<file path="src/rtl/pipe_ctrl_if.sv">
// Handshake bundle between pipe_ctrl and the pipeline stages.
// The controller side uses the master modport and the pipeline side uses the slave modport.
interface pipe_ctrl_if #(
  parameter int ADDR_W  = 32,
  parameter int STALL_W = 6
);
  logic               stallreq_if_i;
  logic               stallreq_id_i;
  logic               stallreq_mem_i;
  logic               branch_flag_i;
  logic [ADDR_W-1:0]  branch_address_i;
  logic               if_ready_i;
  logic [STALL_W-1:0] stall_o;
  logic               flush_id_o;
  logic               redirect_valid_o;
  logic [ADDR_W-1:0]  redirect_addr_o;

  modport master (
    input  stallreq_if_i, stallreq_id_i, stallreq_mem_i,
    input  branch_flag_i, branch_address_i, if_ready_i,
    output stall_o, flush_id_o, redirect_valid_o, redirect_addr_o
  );

  modport slave (
    output stallreq_if_i, stallreq_id_i, stallreq_mem_i,
    output branch_flag_i, branch_address_i, if_ready_i,
    input  stall_o, flush_id_o, redirect_valid_o, redirect_addr_o
  );
endinterface

</file>
<file path="src/rtl/pipe_ctrl.sv">
// Pipeline controller for the 5-stage core: stall merging, branch redirect hold and IF/ID squash.
// Optional performance counters are enabled by defining PIPE_CTRL_PERF_EN.
module pipe_ctrl #(
  parameter int ADDR_W  = 32,
  parameter int STALL_W = 6
) (
  input  logic         clk,
  input  logic         rst,
  pipe_ctrl_if.master  bus
`ifdef PIPE_CTRL_PERF_EN
  ,
  output logic [31:0]  perf_stall_cycles_o,
  output logic [31:0]  perf_flush_cnt_o,
  output logic [31:0]  perf_redirect_wait_o
`endif
);

  typedef enum logic [0:0] {IDLE, PEND} state_t;

  state_t             state;
  logic [ADDR_W-1:0]  held_addr;
  logic [STALL_W-1:0] base_stall;
  logic [STALL_W-1:0] stall;
  logic               accept;
  logic               consume;

  // MEM outranks ID outranks IF; a busy MEM freezes everything upstream of WB.
  always_comb begin
    base_stall = '0;
    if (bus.stallreq_mem_i)
      base_stall = STALL_W'(6'b011111);
    else if (bus.stallreq_id_i)
      base_stall = STALL_W'(6'b000111);
    else if (bus.stallreq_if_i)
      base_stall = STALL_W'(6'b000011);
  end

  // While a redirect is pending the PC must not advance on the sequential path.
  always_comb begin
    stall = base_stall;
    if (state == PEND)
      stall[0] = 1'b1;
  end

  assign accept  = bus.branch_flag_i && !stall[2] && (state == IDLE);
  assign consume = (state == PEND) && bus.if_ready_i && !bus.stallreq_mem_i;

  assign bus.stall_o          = stall;
  assign bus.flush_id_o       = accept || (state == PEND);
  assign bus.redirect_valid_o = (state == PEND);
  assign bus.redirect_addr_o  = (state == PEND) ? held_addr : '0;

  always_ff @(posedge clk) begin
    if (rst) begin
      state     <= IDLE;
      held_addr <= '0;
    end else begin
      case (state)
        IDLE: begin
          if (accept) begin
            state     <= PEND;
            held_addr <= bus.branch_address_i;
          end
        end
        PEND: begin
          if (consume)
            state <= IDLE;
        end
        default: state <= IDLE;
      endcase
    end
  end

`ifdef PIPE_CTRL_PERF_EN
  always_ff @(posedge clk) begin
    if (rst) begin
      perf_stall_cycles_o  <= '0;
      perf_flush_cnt_o     <= '0;
      perf_redirect_wait_o <= '0;
    end else begin
      if ((stall != '0) && (perf_stall_cycles_o != 32'hFFFF_FFFF))
        perf_stall_cycles_o <= perf_stall_cycles_o + 32'd1;
      if (accept && (perf_flush_cnt_o != 32'hFFFF_FFFF))
        perf_flush_cnt_o <= perf_flush_cnt_o + 32'd1;
      if ((state == PEND) && !consume && (perf_redirect_wait_o != 32'hFFFF_FFFF))
        perf_redirect_wait_o <= perf_redirect_wait_o + 32'd1;
    end
  end
`endif

endmodule

</file>
<file path="src/flat_wrapper.sv">
// flat-port wrapper written by rule: the top's interface ports become plain ports
module pipe_ctrl_flat 
#(
  parameter int ADDR_W  = 32,
  parameter int STALL_W = 6
)
  (clk, rst, bus_stallreq_if_i, bus_stallreq_id_i, bus_stallreq_mem_i, bus_branch_flag_i, bus_branch_address_i, bus_if_ready_i, bus_stall_o, bus_flush_id_o, bus_redirect_valid_o, bus_redirect_addr_o);
  pipe_ctrl_if #(.ADDR_W(ADDR_W), .STALL_W(STALL_W)) bus_i ();
  input  logic clk;
  input  logic rst;
  input wire logic [$bits(bus_i.stallreq_if_i)-1:0] bus_stallreq_if_i;
  input wire logic [$bits(bus_i.stallreq_id_i)-1:0] bus_stallreq_id_i;
  input wire logic [$bits(bus_i.stallreq_mem_i)-1:0] bus_stallreq_mem_i;
  input wire logic [$bits(bus_i.branch_flag_i)-1:0] bus_branch_flag_i;
  input wire logic [$bits(bus_i.branch_address_i)-1:0] bus_branch_address_i;
  input wire logic [$bits(bus_i.if_ready_i)-1:0] bus_if_ready_i;
  output wire logic [$bits(bus_i.stall_o)-1:0] bus_stall_o;
  output wire logic [$bits(bus_i.flush_id_o)-1:0] bus_flush_id_o;
  output wire logic [$bits(bus_i.redirect_valid_o)-1:0] bus_redirect_valid_o;
  output wire logic [$bits(bus_i.redirect_addr_o)-1:0] bus_redirect_addr_o;
  assign bus_i.stallreq_if_i = bus_stallreq_if_i;
  assign bus_i.stallreq_id_i = bus_stallreq_id_i;
  assign bus_i.stallreq_mem_i = bus_stallreq_mem_i;
  assign bus_i.branch_flag_i = bus_branch_flag_i;
  assign bus_i.branch_address_i = bus_branch_address_i;
  assign bus_i.if_ready_i = bus_if_ready_i;
  assign bus_stall_o = bus_i.stall_o;
  assign bus_flush_id_o = bus_i.flush_id_o;
  assign bus_redirect_valid_o = bus_i.redirect_valid_o;
  assign bus_redirect_addr_o = bus_i.redirect_addr_o;
  pipe_ctrl #(.ADDR_W(ADDR_W), .STALL_W(STALL_W)) u_core (.clk(clk), .rst(rst), .bus(bus_i));
endmodule
</file>
<file path="config.mk">
export PLATFORM = sky130hd
export DESIGN_NAME = pipe_ctrl_flat
export DESIGN_NICKNAME = d
export VERILOG_FILES = /design/src/rtl/pipe_ctrl_if.sv /design/src/rtl/pipe_ctrl.sv /design/src/flat_wrapper.sv
export SDC_FILE = /design/constraint.sdc
export NUM_CORES = 1
export LEC_CHECK = 0
export BUFFER_PORTS_ARGS = -buffer_cell sky130_fd_sc_hd__buf_4
export CORE_AREA = 8 8 80 82
export DETAILED_ROUTE_END_ITERATION = 12
export DIE_AREA = 0 0 88 90
export PLACE_DENSITY = 0.58
export SLEW_MARGIN = 20
export SYNTH_ARGS = -nofsm -noshare
export SYNTH_HDL_FRONTEND = slang
export SYNTH_SLANG_ARGS = --single-unit
</file>
<file path="constraint.sdc">
create_clock -name clk -period 1.79 [get_ports clk]
set_clock_uncertainty 0.2 [all_clocks]
set_input_delay 0.358 -clock clk [delete_from_list [all_inputs] [get_ports clk]]
set_output_delay 0.358 -clock clk [all_outputs]
set_load 0.02 [all_outputs]
</file>
==> flow_summary_export.csv, run 1 <==
group,metric,value,unit
place,dp_hpwl,2940,µm
clock_tree,cts_buffers,5,
floorplanning,row_count,27,
power_and_ir_drop,p_int,1170,µW
grt,grt_max_degree,66,
final_layout,nets,298,
timing,setup_viol,0,
clock_tree,cts_tree,"done",
power_and_ir_drop,p_clk_share,34.4,%
place,placed_area,2380,µm²
grt,grt_antenna_before_repair,0,
grt,grt.overflow.total,0,
routing,wl_per_cell,12.7,µm
grt,grt_first_pass_wirelength,6830,µm
timing,final.min_clock_period,1.72,ns
floorplanning,initial_utilization,33.7,%
place,gp_congestion,0.755,
place,io_buffers,77,
power_and_ir_drop,pwr-share-comb,15.4,%
place,dp.cells,324,
timing,slew_violations,0,
setup_path,critical_path_class,"input port to output pin",
power_and_ir_drop,power.share.switching,23.8,%
timing,final.setup.tns,0,ns
final_layout,nFillCells,533,
yosys,yosys.cell_types.count,16,
setup_path,required,1.23,ns
floorplanning,die_w,88,µm
final_layout,area.sequential,662,µm²
routing,via_count,1408,
power_and_ir_drop,p_per_area,625,nW/µm²
timing,hold_violations,0,
setup_path,crit_path_start_kind,"input port",
final_layout,fin_area,2460,µm²
power_and_ir_drop,switchingPower,366,µW
power_and_ir_drop,sequentialPowerShare,50.2,%
grt,met1_usage,11.6,%
final_layout,multi_input_area,995,µm²
min_path,hold_path.class,"input port to flip-flop",
timing,rsz0062_at_grt,"false",
grt,first_global_vias,1437,
routing,ant_nets,0,
yosys,syn_inst,188,
floorplanning,core,5240,µm²
routing,via_per_inst,4.24,
clock_tree,clk_pin_slew,0.06,ns
clock_tree,cts.sinks,33,
grt,gr-usage-met2,17.8,%
setup_path,worst-path-max-fanout,4,
routing,remaining_drc_errors,0,
routing,routed_wl,4220,µm
timing,setup_slack,0.0682,ns
clock_tree,cts_max_level,2,
yosys,synth-seq-area-share,37.4,%
final_layout,layout.cells.non_filler,332,
grt,grt_usage,10.9,%
yosys,synthesis.area,1760,µm²
yosys,syn_area_per_cell,9.38,µm²
setup_path,crit_arrival,1.16,ns
setup_path,end_kind,"output pin",
final_layout,diodes,0,
routing,drt-initial-drc-count,56,
final_layout,area_growth,39.6,%
power_and_ir_drop,peakVddDrop,0.287,mV
yosys,yosys_register_bits,33,
timing,max_freq,581,MHz
timing,fin_crit_sh,96.2,%
grt,top_usage_layer,"met2",
routing,dr.pass1.iters,4,
yosys,syn_nets,227,
power_and_ir_drop,power.leakage,0.00106,µW
clock_tree,clk_latency,0.28,ns
yosys,ys.warnings.count,0,
floorplanning,io-pin-count,79,
place,dp_slack,0.0654,ns
floorplanning,die-area,7920,µm²
flow_run,cap_violations,0,
outcome,status,"finished, final reports clean",
grt,grt.met3_usage,5.10,%
clock_tree,clock_path_buffers,2,
final_layout,drive_gt1_share,34.6,%
clock_tree,post_cts_buffers,0,
floorplanning,die_h,90,µm
clock_tree,cts_root_buffer,"clkbuf_8",
timing,whs,0.0631,ns
## area by class of cell
| type | count | area share (%) |
|---|---|---|
| clock buffer | 8 | 3.25 |
| tap | 72 | 3.66 |
| inverter | 1 | 0.152 |
| multi-input combinational | 137 | 40.4 |
| timing repair buffer | 81 | 25.7 |
| sequential | 33 | 26.9 |
## repair_timing
item / CTS / global route
hold buffers: 0 / 0
endpoints found under the setup margin: 9 / 0
hold endpoints to repair: 0 / 0
gates resized for setup: 1 / 0
## synthesized netlist by cell type
library cell  count  share of area, %
a221oi_1          1              0.50
and2_1           32                11
buf_4             3               1.3
buf_6             4               2.6
clkbuf_1         10               2.1
conb_1            1              0.21
dfxtp_1          33                37
inv_1             1              0.21
mux2i_1          32                18
nand2_1           1              0.21
nand2b_1         65                23
nor2b_1           1              0.35
nor4b_4           1               1.3
or2_2             1              0.35
or3_1             1              0.35
or3b_2            1              0.50
## flip-flops by register name, summed over array words and instances, names as in the netlist
name / count
u_core.bus.redirect_valid_o: 1
u_core.held_addr: 32
## final timing paths
path / start / endpoint / slack (ns) / cells after the start
worst max register to register: u_core.bus.redirect_valid_o / u_core.held_addr[25] / 0.31 / 3
worst max-delay path: bus_stallreq_mem_i / bus_flush_id_o / 0.07 / 4
worst min register to register: u_core.held_addr[10] / u_core.held_addr[10] / 0.27 / 2
worst min-delay path: bus_if_ready_i / u_core.bus.redirect_valid_o / 0.06 / 2
## kinds of logic after synthesis
logic type | after synthesis | synth area share [%]
DFF | 33 | 37.4
buffers and inverters | 18 | 6.17
muxes | 32 | 18.2
AOI/OAI and AO/OA | 1 | 0.497
and+or+nand+nor | 103 | 37.5
other | 1 | 0.213
## per-layer routing
layer / vias up / wire, µm
met1: 627 / 1760
met4: 0 / 64
met3: 6 / 413
li1: 728 / -
met5: - / 0
met2: 47 / 1980
## stage by stage
stage,utilization [%],total power (µW)
floorplan,-,925
global placement,45.5,1030
detailed placement,45.5,1030
CTS,47.0,1580
global route,47.0,1630
finish,47.0,1540
## critical path: stages
cell and delay, ns:
buf_4 0.12, or3b_2 0.47, nand2_1 0.08, buf_4 0.14
## layout by cell type, fill, tap and decap left out, drive strengths merged, types with 8 or more instances in the layout
cell type	Yosys	routed
and2	32	32
mux2i	32	32
dfxtp	33	33
buf	7	81
clkbuf	10	8
nand2b	65	65
## power by group through the flow
stage                     logic, µW  clock network (µW)  registers [µW]
after floorplan                 138                   0             787
after global routing            259                 592             776
after detailed placement        242                   0             790
after CTS                       244                 560             774
after global placement          241                   0             790
final                           238                 529             774
Power figures use the tool's default switching activity.
==> run 2, diff against run 1 <==
Settings changed: CORE_AREA 8 8 80 82 to 8 8 91 73, DIE_AREA 0 0 88 90 to 0 0 99 81, PLACE_DENSITY 0.58 to 0.57.
==> flow_summary_export.csv, run 2 (same netlist as run 1, synthesis figures left out) <==
group,metric,value,unit
timing,setup_viol,0,
power_and_ir_drop,p_per_area,648,nW/µm²
setup_path,crit_end,"bus_flush_id_o",
routing,via_per_inst,4.32,
grt,first_global_vias,1482,
clock_tree,clk_pin_slew,0.06,ns
setup_path,rrSetupSlack,0.30,ns
grt,grt_max_degree,66,
place,dp_slack,0.0302,ns
floorplanning,initial_utilization,34.2,%
final_layout,fin_area,2480,µm²
timing,slew_violations,0,
setup_path,worst-path-max-fanout,4,
setup_path,regToRegStartpoint,"u_core.bus.redirect_valid_o",
setup_path,critical_path_class,"input port to output pin",
grt,grt_usage,10.8,%
routing,route.met2.wl,1860,µm
setup_path,cp_slowest_cell,"or3b_2",
grt,grt.overflow.total,0,
clock_tree,cts.sinks,33,
grt,grt_antenna_before_repair,0,
final_layout,area_growth,40.9,%
routing,drt-initial-drc-count,51,
setup_path,crit_arrival,1.17,ns
floorplanning,die_w,99,µm
timing,final.setup.tns,0,ns
place,io_buffers,77,
routing,top_layer_used,"met4",
final_layout,nets,300,
setup_path,crit_top_cell,"buf_4",
clock_tree,clock_path_buffers,2,
setup_path,critPathMaxStageDelay,0.47,ns
timing,hold_violations,0,
clock_tree,clk_latency,0.27,ns
min_path,hold_path.class,"input port to flip-flop",
setup_path,crit_chain,"buf_4 > or3b_2 > nand2_1 > buf_4",
clock_tree,cts_buffers,5,
final_layout,drive_gt1_share,36.3,%
place,placed_area,2370,µm²
timing,fin_crit_sh,96.7,%
setup_path,required,1.23,ns
floorplanning,io-pin-count,79,
setup_path,end_kind,"output pin",
final_layout,mostFrequentLayoutCell,"buf_4",
setup_path,critPathLaunch,"bus_stallreq_mem_i",
routing,routed_wl,4230,µm
power_and_ir_drop,peakVddDrop,0.343,mV
place,dp_hpwl,3120,µm
routing,ant_nets,0,
outcome,status,"finished, final reports clean",
routing,drt-met1-wl,1970,µm
flow_run,cap_violations,0,
min_path,hold_depth,2,
timing,rsz0062_at_grt,"false",
setup_path,crit_path_start_kind,"input port",
routing,remaining_drc_errors,0,
clock_tree,cts_tree,"done",
final_layout,diodes,0,
clock_tree,cts_hold_buf,0,
setup_path,reg2reg_depth,3,
final_layout,final_cell_mix,"buf_4, nand2b_1, and2_1, mux2i_1, dfxtp_1",
timing,whs,0.0675,ns
floorplanning,die_h,81,µm
routing,dr.pass1.iters,4,
floorplanning,die-area,8020,µm²
setup_path,worstReg2RegEnd,"u_core.held_addr[20]",
floorplanning,row_count,23,
final_layout,top_register,"u_core.held_addr",
place,gp_congestion,0.643,
routing,via_count,1400,
clock_tree,cts_max_level,2,
power_and_ir_drop,power.leakage,0.00108,µW
final_layout,largest_reg_flops,32,
timing,final.min_clock_period,1.73,ns
grt,grt_first_pass_wirelength,7090,µm
clock_tree,cts_root_buffer,"clkbuf_8",
routing,wl_per_cell,13.0,µm
timing,max_freq,578,MHz
floorplanning,core,5150,µm²
timing,setup_slack,0.0597,ns
routing,wl_met3,360,µm
clock_tree,post_cts_buffers,0,
-- run 2: power by group --
part           switching (µW)  internal, µW
Combinational             101           138
Sequential               12.9           760
Clock                     251           347
-- run 2: final cells by class --
cell class              count  area, µm²
inverters                   1       3.75
well taps                  62       77.6
repair buffers             83        643
fillers                   511       2670
flip-flops and latches     33        664
multi-input cells         137        995
clock inverters             1       5.00
clock buffers               7       96.3
-- run 2: how the worst min path moves through the flow --
stage                              from                          end  slack (ns)
finish                   bus_if_ready_i  u_core.bus.redirect_valid_o        0.07
CTS                      bus_if_ready_i  u_core.bus.redirect_valid_o        0.06
detailed placement  u_core.held_addr[8]          u_core.held_addr[8]        0.26
floorplan           u_core.held_addr[0]          u_core.held_addr[0]        0.24
global route             bus_if_ready_i  u_core.bus.redirect_valid_o        0.07
global placement    u_core.held_addr[6]          u_core.held_addr[6]        0.25
-- run 2: worst max-delay path: cells and delay by family --
| kind | cells | cell delay, ns |
|---|---|---|
| simple gates | 2 | 0.55 |
| buf+inv | 2 | 0.26 |
-- run 2: repair_timing --
| item | 4_1_cts | 5_1_grt |
|---|---|---|
| cloned | 0 | 0 |
| pin swaps | 0 | 0 |
| gates resized for setup | 2 | 2 |
| endpoints found under the setup margin | 32 | 14 |
-- run 2: per-stage QoR --
stage          utilization [%]  cells  power [µW]
6_report                  48.2    324        1610
5_1_grt                   48.2    324        1710
4_1_cts                   48.1    324        1650
3_5_place_dp              46.1    316        1030
3_3_place_gp              46.1    316        1030
2_1_floorplan                -    188         925
-- run 2: layer usage --
layer  track usage (%)  up-vias
li1                  -      729
met2              16.5       41
met1              13.2      625
met3              5.12        5
met5                 0        -
met4              3.21        0
